`config.mk`:
```
export PLATFORM = sky130hd
export DESIGN_NAME = out_display_unit
export DESIGN_NICKNAME = d
export VERILOG_FILES = /design/src/rtl/display_pkg.sv /design/src/rtl/hex_to_seg7.sv /design/src/rtl/out_display_unit.sv
export SDC_FILE = /design/constraint.sdc
export NUM_CORES = 1
export LEC_CHECK = 0
export CAP_MARGIN = 40
export CORE_MARGIN = 2
export CORE_UTILIZATION = 58
export CTS_CLUSTER_DIAMETER = 200
export CTS_CLUSTER_SIZE = 10
export DETAILED_ROUTE_END_ITERATION = 10
export GPL_TIMING_DRIVEN = 0
export PLACE_DENSITY = 0.8
export SYNTH_ARGS = -nofsm -noshare
export SYNTH_HDL_FRONTEND = slang
export SYNTH_SLANG_ARGS = --single-unit
```
`constraint.sdc`:
```
create_clock -name clock -period 6.9 [get_ports clock]
set_clock_uncertainty 0.15 [all_clocks]
set_input_delay 0.69 -clock clock [delete_from_list [all_inputs] [get_ports clock]]
set_output_delay 0.69 -clock clock [all_outputs]
set_load 0.005 [all_outputs]
```
`src/rtl/display_pkg.sv`:
```
`default_nettype none
// ============================================================================
//  Module      : display_pkg
//  Description : Shared constants for the OUT display back end: slot/digit
//                counts, active-low seven-segment glyphs ({g,f,e,d,c,b,a})
//                and the digit-enable helper.
//  Revision    : 1.0 - initial release
// ============================================================================
package display_pkg;

    localparam int NUM_SLOTS  = 8;
    localparam int NUM_DIGITS = 8;

    // 16-bit value held in one capture slot
    typedef logic [15:0] slot_t;

    // Active-low glyphs; a cleared bit lights the segment
    localparam logic [6:0] SEG7_BLANK = 7'h7F;
    localparam logic [6:0] SEG7_0     = 7'h40;
    localparam logic [6:0] SEG7_1     = 7'h79;
    localparam logic [6:0] SEG7_2     = 7'h24;
    localparam logic [6:0] SEG7_3     = 7'h30;
    localparam logic [6:0] SEG7_4     = 7'h19;
    localparam logic [6:0] SEG7_5     = 7'h12;
    localparam logic [6:0] SEG7_6     = 7'h02;
    localparam logic [6:0] SEG7_7     = 7'h78;
    localparam logic [6:0] SEG7_8     = 7'h00;
    localparam logic [6:0] SEG7_9     = 7'h10;
    localparam logic [6:0] SEG7_A     = 7'h08;
    localparam logic [6:0] SEG7_B     = 7'h03;
    localparam logic [6:0] SEG7_C     = 7'h46;
    localparam logic [6:0] SEG7_D     = 7'h21;
    localparam logic [6:0] SEG7_E     = 7'h06;
    localparam logic [6:0] SEG7_F     = 7'h0E;

    // All anodes off
    localparam logic [7:0] AN_ALL_OFF = 8'hFF;

    // One-hot-low anode pattern for the given digit index
    function automatic logic [7:0] digit_enable_n(input logic [2:0] idx);
        logic [7:0] one;
        one = 8'b0000_0001;
        return ~(one << idx);
    endfunction

endpackage : display_pkg
`default_nettype wire

```
`src/rtl/hex_to_seg7.sv`:
```
`default_nettype none
// ============================================================================
//  Module      : hex_to_seg7
//  Description : Combinational 4-bit nibble to active-low seven-segment
//                decoder. Lower-case b and d keep 8/B and 0/D distinct.
//  Revision    : 1.0 - initial release
// ============================================================================
module hex_to_seg7
    import display_pkg::*;
(
    input  logic [3:0] nibble,
    output logic [6:0] seg_n
);

    // Glyph lookup for one hex digit
    always_comb begin
        seg_n = SEG7_BLANK;
        case (nibble)
            4'h0:    seg_n = SEG7_0;
            4'h1:    seg_n = SEG7_1;
            4'h2:    seg_n = SEG7_2;
            4'h3:    seg_n = SEG7_3;
            4'h4:    seg_n = SEG7_4;
            4'h5:    seg_n = SEG7_5;
            4'h6:    seg_n = SEG7_6;
            4'h7:    seg_n = SEG7_7;
            4'h8:    seg_n = SEG7_8;
            4'h9:    seg_n = SEG7_9;
            4'hA:    seg_n = SEG7_A;
            4'hB:    seg_n = SEG7_B;
            4'hC:    seg_n = SEG7_C;
            4'hD:    seg_n = SEG7_D;
            4'hE:    seg_n = SEG7_E;
            4'hF:    seg_n = SEG7_F;
            default: seg_n = SEG7_BLANK;
        endcase
    end

endmodule : hex_to_seg7
`default_nettype wire

```
`src/rtl/out_display_unit.sv`:
```
`default_nettype none
// ============================================================================
//  Module      : out_display_unit
//  Description : OUT-path back end. Captures processor OUT events into eight
//                16-bit slots and scans two of them (one page) onto an
//                8-digit multiplexed active-low seven-segment display.
//                Decimal points blink while the processor is halted.
//  Revision    : 1.0 - initial release
// ============================================================================
module out_display_unit
    import display_pkg::*;
#(
    parameter int SCAN_DIV  = 50000,   // clock cycles per digit, >= 2
    parameter int BLINK_DIV = 256      // full scan rounds per blink toggle, >= 1
) (
    input  logic        clock,
    input  logic        reset,
    input  logic [15:0] outval1,
    input  logic [15:0] outval2,
    input  logic [2:0]  outsel,
    input  logic        outdisplay,
    input  logic        halting,
    input  logic [1:0]  page,
    output logic [6:0]  seg_n,
    output logic        dp_n,
    output logic [7:0]  an_n,
    output logic [15:0] aux_last,
    output logic [7:0]  write_count
);

    localparam int PRESC_W = (SCAN_DIV > 2) ? $clog2(SCAN_DIV) : 1;
    localparam int ROUND_W = (BLINK_DIV > 1) ? $clog2(BLINK_DIV) : 1;

    localparam logic [PRESC_W-1:0] PRESC_LAST = PRESC_W'(SCAN_DIV - 1);
    localparam logic [ROUND_W-1:0] ROUND_LAST = ROUND_W'(BLINK_DIV - 1);
    localparam logic [7:0]         COUNT_MAX  = 8'hFF;

    // ------------------------------------------------------------------
    // State
    // ------------------------------------------------------------------
    slot_t              slot_q [NUM_SLOTS];
    slot_t              slot_d [NUM_SLOTS];
    logic [15:0]        aux_last_q,    aux_last_d;
    logic [7:0]         write_count_q, write_count_d;

    logic [PRESC_W-1:0] presc_q,  presc_d;
    logic [2:0]         digit_q,  digit_d;
    logic [ROUND_W-1:0] round_q,  round_d;
    logic               blink_q,  blink_d;

    logic [6:0]         seg_n_q,  seg_n_d;
    logic [7:0]         an_n_q,   an_n_d;
    logic               dp_n_q,   dp_n_d;

    // Display datapath
    logic [2:0]         disp_slot_idx;
    slot_t              disp_slot;
    logic [3:0]         disp_nibble;
    logic [6:0]         disp_seg_n;

    // ------------------------------------------------------------------
    // Capture: every strobe is accepted; a repeat write to the same slot
    // simply overwrites, so the last value wins.
    // ------------------------------------------------------------------
    always_comb begin
        slot_d        = slot_q;
        aux_last_d    = aux_last_q;
        write_count_d = write_count_q;
        if (outdisplay) begin
            slot_d[outsel] = outval1;
            aux_last_d     = outval2;
            if (write_count_q != COUNT_MAX) begin
                write_count_d = write_count_q + 8'd1;
            end
        end
    end

    // Capture registers
    always_ff @(posedge clock or posedge reset) begin
        if (reset) begin
            for (int i = 0; i < NUM_SLOTS; i++) begin
                slot_q[i] <= '0;
            end
            aux_last_q    <= '0;
            write_count_q <= '0;
        end else begin
            slot_q        <= slot_d;
            aux_last_q    <= aux_last_d;
            write_count_q <= write_count_d;
        end
    end

    // ------------------------------------------------------------------
    // Scan timing: prescaler -> digit index -> round counter -> blink.
    // The blink flips as the round counter rolls back to zero, which with
    // BLINK_DIV = 1 is every completed 8-digit round.
    // ------------------------------------------------------------------
    always_comb begin
        presc_d = presc_q + PRESC_W'(1);
        digit_d = digit_q;
        round_d = round_q;
        blink_d = blink_q;
        if (presc_q == PRESC_LAST) begin
            presc_d = '0;
            digit_d = digit_q + 3'd1;
            if (digit_q == 3'd7) begin
                if (round_q == ROUND_LAST) begin
                    round_d = '0;
                    blink_d = ~blink_q;
                end else begin
                    round_d = round_q + ROUND_W'(1);
                end
            end
        end
    end

    // Scan timing registers
    always_ff @(posedge clock or posedge reset) begin
        if (reset) begin
            presc_q <= '0;
            digit_q <= '0;
            round_q <= '0;
            blink_q <= 1'b0;
        end else begin
            presc_q <= presc_d;
            digit_q <= digit_d;
            round_q <= round_d;
            blink_q <= blink_d;
        end
    end

    // ------------------------------------------------------------------
    // Digit selection: digits 0..3 come from the even slot of the page,
    // 4..7 from the odd slot, so the slot index is {page, digit[2]}.
    // ------------------------------------------------------------------
    always_comb begin
        disp_slot_idx = {page, digit_q[2]};
        disp_slot     = slot_q[disp_slot_idx];
        disp_nibble   = 4'h0;
        case (digit_q[1:0])
            2'd0:    disp_nibble = disp_slot[3:0];
            2'd1:    disp_nibble = disp_slot[7:4];
            2'd2:    disp_nibble = disp_slot[11:8];
            2'd3:    disp_nibble = disp_slot[15:12];
            default: disp_nibble = 4'h0;
        endcase
    end

    hex_to_seg7 u_hex (
        .nibble (disp_nibble),
        .seg_n  (disp_seg_n)
    );

    // Next output pattern, recomputed every cycle without blanking
    always_comb begin
        seg_n_d = disp_seg_n;
        an_n_d  = digit_enable_n(digit_q);
        dp_n_d  = ~(halting & blink_q);
    end

    // Output registers keep the pad drivers glitch-free
    always_ff @(posedge clock or posedge reset) begin
        if (reset) begin
            seg_n_q <= SEG7_BLANK;
            an_n_q  <= AN_ALL_OFF;
            dp_n_q  <= 1'b1;
        end else begin
            seg_n_q <= seg_n_d;
            an_n_q  <= an_n_d;
            dp_n_q  <= dp_n_d;
        end
    end

    assign seg_n       = seg_n_q;
    assign an_n        = an_n_q;
    assign dp_n        = dp_n_q;
    assign aux_last    = aux_last_q;
    assign write_count = write_count_q;

endmodule : out_display_unit
`default_nettype wire

```
==> flow_summary.toml <==
[run_status]
status = "finished clean"

[setup_path]
end_kind = "register"
required_ns = 7.11
r2r_start = "digit_q[2]"
arrival_ns = 3.97
r2r_end = "seg_n[4]"
ff2ff_setup_slack_ns = 3.49
path_max_fanout = 10
worst_setup_path_start_kind = "input pin"
critical_path_class = "in2reg"
reg2reg_depth = 12

[die]
start_util_pct = 58.9
num_rows = 45
fp.coreArea_um2 = 15000
dieArea_um2 = 16300
die_width_um = 128
io_pins = 81
fp.dieH_um = 128

[layout]
nets = 768
layout.cells.non_filler = 912
multiInputGateArea_um2 = 3710
drive_above_1_share_pct = 35.2
antenna_cells = 0
fillers = 1020
regArea_um2 = 4920
syn_to_final_growth_pct = 18.4

[sta]
min_period_over_period_pct = 54.5
finalMaxSlewViolations = 0
fmax_ghz = 0.266
worst_slack_ns = 3.14
fin_setup_tns_ns = 0
setup-violations-final = 0
rsz0062_at_grt = "false"
worst-slew-pin-transition_ns = 0.868
relSlewSlack_pct = 42.1
period_needed_ns = 3.76
hold_viol = 0

[synthesis]
syn_inst = 612
synth_area_leaders = "dfrtp_1 (51%), mux2_2 (19%), mux4_2 (7.9%)"
synth_cell_types = 48
yosysTopAreaCellShare_pct = 50.9
netlist_area_um2 = 8850
postSynthNetCount = 669
yosysSeqAreaShare_pct = 55.6
ys.warnings.count = 0
syn_area_per_cell_um2 = 14.5
synth_seq_cells = 196
yosysTopAreaCell = "dfrtp_1"

[route]
firstDrtPassIters = 4
vias = 5394
wl_um = 18400
wire_per_inst_um = 20.2
ant_nets = 0
vias_per_cell = 5.91
first_iter_violations = 355
drc = 0

[power]
p_sw_uw = 778
p_per_area_nw_per_um2 = 293
ir_worst_vdd_mv = 0.214
pwr-share-clk_pct = 31.9
p_seq_share_pct = 48.7
combPwrFrac_pct = 19.4
leakage_nw = 4.46
p_int_mw = 2.29
sw_frac_of_total_pct = 25.3

[clock_tree]
clk_pin_slew_worst_paths_ns = 0.06
clockRootBuffer = "clkbuf_16"
postCtsSetupRepairBufs = 0
clkSinkCount = 196
clockBufferDepth = 2
cts-htree-levels = 4
clk_latency_ns = 0.43
post_cts_resized = 0
cts_tree = "built"
cts_buffers = 17
cts-hold-fix-buffers = 0

[place]
dp.cells = 880
pre_cts_slack_ns = 2.76
port_buffers = 75
hpwl_um = 12500
gp_congestion = 0.815

[min_path]
hold_path_depth = 1
hold_path_startpoint = "blink_q"
min_to = "dp_n"
min_path_type = "reg2reg"

[global_route]
antenna_found_initial = 0
met3_usage_pct = 5.82
grt.busiest_layer = "met2"
first_global_vias = 5770
use_met1_pct = 32.7
grt_start_max_net_pins = 105
grt_use_met2_pct = 39.5
grt_usage_pct = 24.1
gr-total-overflow = 0
grt_first_pass_wirelength_um = 29900

[run]
cap_violations = 0
-- metal layers --
layer  vias to the layer above  share of wire, %
li1                       2425                 -
met1                      2820                44
met2                       127                50
met3                        22               4.2
met4                         0               1.4
met5                         -                 0
-- state kept, by name, summed over array words and instances, names as in the netlist --
signal / count
digit_q: 3
blink_q: 1
seg_n: 7
slot_q: 128
an_n: 8
round_q: 8
write_count: 8
aux_last: 16
presc_q: 16
dp_n: 1
-- synth_stat cells (all sizes together) --
| master | number |
|---|---|
| mux2i | 12 |
| o41ai | 3 |
| nand4 | 7 |
| nor2b | 2 |
| a211oi | 3 |
| o32ai | 1 |
| inv | 14 |
| ha | 16 |
| clkbuf | 17 |
| dfrtp | 180 |
| nand4b | 3 |
| and3 | 10 |
| nand3 | 13 |
| a31o | 1 |
| o31ai | 1 |
| mux2 | 149 |
| a21oi | 8 |
| and4 | 1 |
| buf | 15 |
| nor4 | 1 |
| o211ai | 1 |
| dfstp | 16 |
| mux4 | 31 |
| o21a | 1 |
| a22oi | 3 |
| xnor2 | 15 |
| nor3b | 4 |
| and2 | 1 |
| nor4b | 1 |
| xor2 | 12 |
| nand4bb | 1 |
| nand2 | 35 |
| nand2b | 1 |
| nor3 | 4 |
| o21ai | 9 |
| or3 | 2 |
| nor2 | 16 |
| o22ai | 2 |
-- critical path, cell delays in order --
cell and delay, ns:
clkdlybuf4s50_1 0.56, buf_4 0.24, clkbuf_1 0.57, mux4_2 0.41, mux2i_1 0.15, o211ai_1 0.12, o21ai_1 0.40, ha_1 0.32
inv_1 0.09, mux2_2 0.26, a21oi_1 0.14
-- how the worst max path moves through the flow --
stage	to	slack, ns	start	depth (start not counted)
2_1_floorplan	aux_last[0]	0.75	reset	1
3_3_place_gp	slot_q[19]	-1.22	reset	2
3_5_place_dp	seg_n[0]	2.76	page[0]	11
4_1_cts	seg_n[0]	3.22	page[0]	11
5_1_grt	seg_n[4]	3.03	page[0]	11
6_report	seg_n[4]	3.14	page[0]	11
-- cell families (layout without fill, tap and decap cells) --
| kind of cell | after synthesis | count (layout) | share of synthesized area [%] |
|---|---|---|---|
| fa+ha+maj | 16 | 16 | 2.26 |
| simple gates | 102 | 102 | 5.78 |
| flops | 196 | 196 | 55.6 |
| xor+xnor | 27 | 27 | 2.67 |
| compound gates | 33 | 33 | 2.97 |
| buf+inv | 46 | 158 | 2.47 |
| mux | 192 | 192 | 28.2 |
-- final cells by class --
cell class,instances,area share [%]
buffer,32,1.59
clock buffer,20,4.36
clock inverter,12,1.22
inverter,14,0.573
multi-input combinational,370,35.4
sequential,196,47.0
tap,188,2.24
timing repair buffer,80,7.69
-- power groups by stage --
stage	Clock, mW	Combinational [mW]	Sequential [mW]
3_3_place_gp	0	0.564	1.49
5_1_grt	1.05	0.642	1.52
2_1_floorplan	0	0.382	1.48
3_5_place_dp	0	0.595	1.51
6_report	0.979	0.594	1.50
4_1_cts	0.993	0.599	1.49
-- metrics by stage --
| stage | util (%) | power (mW) | hold slack [ns] | instance area (µm²) |
|---|---|---|---|---|
| 2_1_floorplan | - | 1.86 | 0.239 | 8850 |
| 3_3_place_gp | 65.4 | 2.06 | 0.263 | 9840 |
| 3_5_place_dp | 65.9 | 2.11 | 0.272 | 9900 |
| 4_1_cts | 69.7 | 3.09 | 0.287 | 10500 |
| 5_1_grt | 69.7 | 3.21 | 0.302 | 10500 |
| 6_report | 69.7 | 3.07 | 0.278 | 10500 |
-- cell usage in the layout (no fill, tap or decap), types with 8 or more instances in the layout --
master / netlist / layout
mux2_2: 149 / 149
and3_1: 10 / 10
buf_2: 7 / 8
ha_1: 16 / 16
dfstp_2: 16 / 16
xnor2_1: 15 / 15
nand3_1: 13 / 13
mux4_2: 31 / 31
dfrtp_1: 180 / 180
xor2_1: 12 / 12
nand2_1: 35 / 35
clkdlybuf4s50_1: 0 / 75
a21oi_1: 8 / 8
clkbuf_16: 0 / 17
clkbuf_1: 17 / 18
inv_1: 13 / 12
mux2i_1: 12 / 12
nor2_1: 16 / 16
Note: power is estimated with default switching activity, not from simulation.
